==> src/rtl/pkt_seq_ctrl.sv <==
// Packet sequencing controller: validates the flag word and sequence number of each
// accepted packet, then serializes passing packets one word at a time.
module pkt_seq_ctrl #(
    parameter int BUS_SIZE  = 16,
    parameter int WORD_SIZE = 4,
    parameter int WORD_NUM  = BUS_SIZE / WORD_SIZE,
    localparam int SEL_W    = (WORD_NUM > 1) ? $clog2(WORD_NUM) : 1
) (
    input  logic                 clk,
    input  logic                 reset,
    input  logic                 in_valid,
    output logic                 in_ready,
    input  logic [BUS_SIZE-1:0]  bus_data_in,
    output logic [WORD_SIZE-1:0] word_out,
    output logic                 word_valid,
    input  logic                 word_ready,
    output logic [SEL_W-1:0]     word_sel,
    output logic                 word_last,
    output logic [2:0]           state,
    output logic                 error,
    output logic [7:0]           drop_count
);

    typedef enum logic [2:0] {
        RESET_STATE = 3'd0,
        FIRST_PKT   = 3'd1,
        REG_PKT     = 3'd2,
        F_ERROR     = 3'd3,
        SEQ_ERROR   = 3'd4
    } state_e;

    localparam logic [SEL_W-1:0] LAST_SEL = SEL_W'(WORD_NUM - 1);

    state_e                 state_q;
    logic [WORD_SIZE-1:0]   seq_q;
    logic [BUS_SIZE-1:0]    pkt_q;
    logic [SEL_W-1:0]       sel_q;
    logic                   word_valid_q;
    logic                   word_last_q;
    logic                   in_ready_q;
    logic                   error_q;
    logic [7:0]             drop_q;

    logic                   accept;
    logic                   flag_ok;
    logic                   seq_ok;
    logic                   pkt_pass;
    logic [WORD_SIZE-1:0]   in_seq;
    logic [WORD_SIZE-1:0]   seq_next;

    assign accept   = in_valid && in_ready_q;
    assign flag_ok  = &bus_data_in[WORD_SIZE-1:0];
    assign in_seq   = bus_data_in[(WORD_NUM-1)*WORD_SIZE +: WORD_SIZE];
    assign seq_next = seq_q + 1'b1;
    assign seq_ok   = (in_seq == seq_next);
    // Only REG_PKT checks continuity; the error states and FIRST_PKT re-seed on any good flag.
    assign pkt_pass = flag_ok && ((state_q != REG_PKT) || seq_ok);

    // NOTE: every register here is assigned with <= so all state updates see the same pre-edge values.
    always_ff @(posedge clk) begin
        if (reset) begin
            state_q      <= RESET_STATE;
            seq_q        <= '0;
            pkt_q        <= '0;
            sel_q        <= '0;
            word_valid_q <= 1'b0;
            word_last_q  <= 1'b0;
            in_ready_q   <= 1'b0;
            error_q      <= 1'b0;
            drop_q       <= '0;
        end else begin
            case (state_q)
                RESET_STATE: begin
                    state_q    <= FIRST_PKT;
                    in_ready_q <= 1'b1;
                end
                default: begin
                    if (accept) begin
                        if (pkt_pass) begin
                            state_q      <= REG_PKT;
                            error_q      <= 1'b0;
                            seq_q        <= in_seq;
                            pkt_q        <= bus_data_in;
                            sel_q        <= '0;
                            word_valid_q <= 1'b1;
                            word_last_q  <= (WORD_NUM == 1);
                            in_ready_q   <= 1'b0;
                        end else begin
                            state_q <= flag_ok ? SEQ_ERROR : F_ERROR;
                            error_q <= 1'b1;
                            if (drop_q != 8'hFF) begin
                                drop_q <= drop_q + 8'd1;
                            end
                        end
                    end else if (word_valid_q && word_ready) begin
                        if (word_last_q) begin
                            word_valid_q <= 1'b0;
                            word_last_q  <= 1'b0;
                            in_ready_q   <= 1'b1;
                        end else begin
                            sel_q       <= sel_q + 1'b1;
                            word_last_q <= ((sel_q + 1'b1) == LAST_SEL);
                        end
                    end
                end
            endcase
        end
    end

    assign in_ready   = in_ready_q;
    assign word_out   = pkt_q[sel_q*WORD_SIZE +: WORD_SIZE];
    assign word_valid = word_valid_q;
    assign word_sel   = sel_q;
    assign word_last  = word_last_q;
    assign state      = state_q;
    assign error      = error_q;
    assign drop_count = drop_q;

endmodule

==> config.mk <==
export PLATFORM = sky130hd
export DESIGN_NAME = pkt_seq_ctrl
export DESIGN_NICKNAME = d
export VERILOG_FILES = /design/src/rtl/pkt_seq_ctrl.sv
export SDC_FILE = /design/constraint.sdc
export NUM_CORES = 1
export LEC_CHECK = 0
export ABC_AREA = 1
export BUFFER_PORTS_ARGS = -buffer_cell sky130_fd_sc_hd__clkbuf_2
export CORE_ASPECT_RATIO = 1.5
export CORE_MARGIN = 5
export CORE_UTILIZATION = 59
export CTS_BUF_LIST = sky130_fd_sc_hd__clkbuf_8
export CTS_CLUSTER_SIZE = 10
export DETAILED_ROUTE_END_ITERATION = 16
export PLACE_DENSITY_LB_ADDON = 0.2
export SLEW_MARGIN = 15
export SYNTH_ARGS = -nofsm -noshare
export SYNTH_HDL_FRONTEND = slang
export SYNTH_SLANG_ARGS = --single-unit
==> constraint.sdc <==
create_clock -name clk -period 3.8 [get_ports clk]
set_input_delay 0.19 -clock clk [delete_from_list [all_inputs] [get_ports clk]]
set_output_delay 0.19 -clock clk [all_outputs]
set_load 0.03 [all_outputs]
# Yosys cells after proc, flatten, opt, wreduce, memory -nomap -nowiden
# Index checks and enable logic that the tools add are counted.
classes:
  add_sub_neg: 3
  eq_ne: 7
  shifts: 1
  muxes: 21
  bitwise_logic: 2
  n_reduce_logical: 19
ops:
  columns: ["cell", "count"]
  rows:
  - ["$reduce_and A4 Y1", 4]
  - ["$shiftx A16 B5 Y4", 1]
  - ["$mux W1", 15]
  - ["$reduce_and A3 Y1", 3]
  - ["$add A8 B1 Y8 const B", 1]
  - ["$mux W2", 4]
  - ["$ne A8 B8 Y1 const B", 1]
  - ["$mux W3", 2]
  - ["$reduce_bool A2 Y1", 3]
  - ["$reduce_bool A3 Y1", 2]
  - ["$add A4 B1 Y4 const B", 1]
  - ["$eq A4 B4 Y1", 1]
  - ["$ne A2 B1 Y1 const B", 2]
  - ["$logic_and A1 B1 Y1", 3]
  - ["$logic_not A3 Y1", 1]
  - ["$ne A3 B1 Y1 const B", 1]
  - ["$ne A3 B2 Y1 const B", 1]
  - ["$add A2 B1 Y2 const B", 1]
  - ["$eq A2 B2 Y1 const B", 1]
  - ["$not A1 Y1", 2]
  - ["$reduce_and A2 Y1", 1]
  - ["$reduce_or A2 Y1", 1]
  - ["$logic_or A1 B1 Y1", 1]
word_totals:
  ff_bits: 37
  output_inout_bits: 21
  word_cells: 63

# Logic depth before layout (Yosys ltp)
logic_depth:
  ltp_word: 7
  mapped_depth: 12
  ltp_nobuf: 12

# Worst setup path before layout
# Ideal clock, no wire load.
synth_path:
  path_type: "register -> output"
  startpoint: "register sel_q[0] (netlist: word_sel[0])"
  endpoint: "output word_out[0]"
  t_arrival_ps: 1629
  required_ps: 3610
  setup_slack_ps: 1981
  stages_incl_launch_ff: 6
  path_cell_list: "dfxtp_1 inv_1 clkbuf_1 o21ai_0 a21oi_1 a21oi_1"
synth_between:
  elab_chain_cells: 1
synth_rtl:
  columns: ["item", "line", "rtl"]
  rows:
  - ["start, declared", "37", "logic [SEL_W-1:0] sel_q;"]
  - ["start signal, assigned", "101", "sel_q <= sel_q + 1'b1;"]
  - ["$shiftx A16 B5 Y4", "111", "assign word_out = pkt_q[sel_q*WORD_SIZE +: WORD_SIZE];"]
  - ["end, declared", "14", "output logic [WORD_SIZE-1:0] word_out,"]
# Every way passes these cells.

# Worst setup path after layout
layout_path:
  startpoint: "register sel_q[0] (netlist: word_sel[0])"
  endpoint: "output word_out[2]"
# The elaborated chain is that of the path after synthesis.

==> out/metrics.csv <==
stage,metric,value,unit
placement,DP HPWL,2.70,mm
route,vias per inst,5.06,
setup_path,CP dominant cell by count,a21oi_1,
synthesis,largest family of logic cells by synthesized area,simple AND/OR/NAND/NOR gates,
layout,Layout area overhead,16.3,%
route,Routed WL per cell,11.6,µm
job,maxcap violations,0,
timing,"Setup violations, final",0,
timing,final period utilization,49.2,%
synthesis,share of the synthesized area in the top cell type,37.8,%
synthesis,mux contribution to synthesized area,0,%
synthesis,"Seq/Total Area, Yosys",37.8,%
synthesis,post-synth top area cell,dfxtp_1,
timing,"Hold Vio Cnt, Final",0,
layout,number of fill cells,275,
outcome,result of the run,finished clean,
cts,cts bufs inserted,5,
cts,CTS tree,built,
setup_path,R2R Path Start,seq_q[0]$_SDFFE_PP0P_,
synthesis,syn_nets,258,
synthesis,Synth Area in Compound Gates,18.8,%
synthesis,Synth Instances,235,
route,vias,1593,
setup_path,CP startpoint,word_sel[0]$_SDFFE_PP0P_,
setup_path,"reg-to-reg slack, setup",1.93,ns
timing,Pins Over Slew Limit,0,
setup_path,reg-to-reg endpoint,seq_q[1]$_SDFFE_PP0P_,
grt,first-pass GRT wire length,6.44,mm
pwr,Net Sw Frac,27.4,%
timing,worst hold margin,0.164,ns
synthesis,synth warn,0,
synthesis,XOR/XNOR Fraction of Synth Area,3.01,%
cts,htree depth,2,
route,remaining antenna violation count after routing,0,
pwr,Overall Power,0.000694,W
layout,Diodes inserted,0,
synthesis,Mapped Area,0.00175,mm²
setup_path,maximum fanout along the worst path,13,
grt,maximum number of pins on one net before global-route repair,32,
grt,vias in the first global route,1546,
pwr,worst vdd ir,295,µV
layout,Non-Filler Instances,315,
min_path,Hold Crit Class,primary input to flip-flop,
floorplanning,chip height,76.7,µm
route,Total Routed Length,3.66,mm
grt,initial antenna violation count,0,
synthesis,"Distinct cells, synth",28,
layout,flip-flop and latch area,661,µm²
route,First DRT Iteration DRCs,15,
layout,Layout Nets,298,
placement,DP Cell Count,307,
cts,Root Buffer,clkbuf_8,
route,First-pass DRT Iterations,4,
setup_path,Crit-path slowest cell,dfxtp_1,
grt,Congestion Overflow GR,0,
cts,clock sink count,33,
floorplanning,Die Width,54.4,µm
setup_path,sequence of cells on the critical path,inv_1 -> o21ai_0 -> a21oi_1 -> a21oi_1 -> clkbuf_2,
setup_path,path depth of the worst reg2reg path,9,
pwr,Flop pwr share,51.5,%
floorplanning,io pins,41,
timing,final setup TNS,0,ns
timing,RSZ-0062 raised after global routing,no,
pwr,clock share of power,37.3,%
cts,post-CTS resize count,0,
timing,Final min period,1.87,ns
layout,"commonest non-fill, non-tap cell in the layout",nand2_1,
setup_path,WP depth,5,
timing,worst slew pin tran,0.490,ns
placement,DP Area,0.00195,mm²
setup_path,Critical Path AT,1.68,ns
setup_path,Critical Path End Type,primary output,
layout,share of cells above drive strength 1,23.9,%
floorplanning,row count,24,
cts,"Clk pin slew, worst setup/hold paths",0.07,ns
grt,GRT Overall Usage,20.2,%
synthesis,Syn Area/Cell,7.44,µm²
placement,Port Buffers,40,
placement,global placement routability congestion,0.765,
pwr,Psw,0.000190,W
setup_path,WP data required,3.61,ns
floorplanning,core area,0.00288,mm²
cts,Worst-Skew Late Latency,0.29,ns
cts,Post-CTS Setup Repair Bufs,0,
synthesis,Simple-Gate Fraction of Synth Area,28.3,%
pwr,power density cells,341,mW/mm²
cts,hold buffers post-CTS,0,
timing,f_max,0.535,GHz
layout,"Design Area, Final",0.00203,mm²
pwr,P_leak,0.877,nW
synthesis,Yosys reg bits,33,
pwr,internal power,0.000503,W
floorplanning,initial core utilization,60.6,%
setup_path,Critical Path Source Type,flip-flop,
timing,Rel. slew slack,67.3,%
setup_path,Top Family by Delay on Critical Path,flip-flops,
synthesis,"top cells by area, synth","dfxtp_1 (38%), a21oi_1 (12%), nand2_1 (11%), inv_1 (6.7%), nand3_4 (3.0%)",
setup_path,max incr delay on CP,0.47,ns
layout,most frequent cells in the layout,"nand2_1 (49), a21oi_1 (41), clkbuf_2 (40), dfxtp_1 (33), inv_1 (31)",
floorplanning,die area,0.00417,mm²
route,Remaining DRCs,0,
setup_path,CP bufs+invs,2,
setup_path,CP Capture Point,word_out[2],
pwr,Combinational Power Share,11.1,%
layout,area occupied by multi-input gates,913,µm²
synthesis,Adder-Cell Fraction of Synth Area,2.15,%
cts,Clock Path Buffers,2,
setup_path,Setup CP Type,flip-flop to primary output,
timing,Worst Skew,0.00594,ns
per-stage QoR:
| stage | utilization [%] | worst slack (ns) |
|---|---|---|
| final | 70.5 | 1.93 |
| after global routing | 70.5 | 1.74 |
| after CTS | 70.5 | 1.92 |
| after detailed placement | 67.5 | 1.93 |
| after global placement | 67.5 | 1.99 |
| after floorplan | - | 1.98 |
cell families after synthesis:
family,count (synthesis)
flip-flops,33
buffers and inverters,40
AO/OA/AOI/OAI,62
XOR/XNOR,6
AND/OR/NAND/NOR,91
adder cells (fa/ha/maj),3
power groups by stage:
stage	clock network, W	registers (W)	logic [W]
3_3_place_gp	0	0.000365	0.0000769
3_5_place_dp	0	0.000366	0.0000776
2_1_floorplan	0	0.000375	0.0000441
4_1_cts	0.000270	0.000357	0.0000778
6_report	0.000259	0.000358	0.0000770
5_1_grt	0.000287	0.000358	0.0000858
flip-flops by register name (all words and copies together) (netlist names):
name and cells:
pkt_q 12, drop_count 8, seq_q 4, state 3
word_sel 2, error 1, in_ready 1, word_last 1
word_valid 1
cells in the mapped netlist, drive strengths merged:
cell    number
ha           3
dfxtp       33
inv         32
clkbuf       3
xor2         4
a21oi       43
nand2       52
clkinv       1
nor2        10
nor3         2
nor3b        3
nand4        8
buf          4
nand3       16
xnor2        2
o21ai       18
o211ai       1
tightest hold or removal path: stages:
cell and delay [ns]:
clkbuf_2 0.09, o21ai_2 0.06, a21oi_2 0.09
metal layers:
metal,wire length (µm),share of wire (%),vias up,track usage [%]
met4,72,2.0,0,8.73
met2,1850,51,30,35.0
met5,0,0,-,0
met1,1580,43,697,22.3
met3,155,4.2,7,4.65
li1,-,-,859,-
worst min path at each step:
| stage | startpoint | depth (start not counted) | end |
|---|---|---|---|
| after floorplan | bus_data_in[7] | 2 | pkt_q[7]$_SDFFE_PP0P_ |
| after global placement | pkt_q[8]$_SDFFE_PP0P_ | 2 | pkt_q[8]$_SDFFE_PP0P_ |
| after detailed placement | pkt_q[10]$_SDFFE_PP0P_ | 2 | pkt_q[10]$_SDFFE_PP0P_ |
| after CTS | bus_data_in[7] | 3 | pkt_q[7]$_SDFFE_PP0P_ |
| after global routing | bus_data_in[7] | 3 | pkt_q[7]$_SDFFE_PP0P_ |
| final | bus_data_in[7] | 3 | pkt_q[7]$_SDFFE_PP0P_ |
cell type report:
class	count	share of cell area (%)
Timing Repair Buffer	40	9.85
Inverter	33	6.09
Multi-Input combinational cell	162	44.9
Clock buffer	5	3.38
Tap cell	39	2.40
Clock inverter	3	0.862
Sequential cell	33	32.5
(Power assumes the default switching activity.)
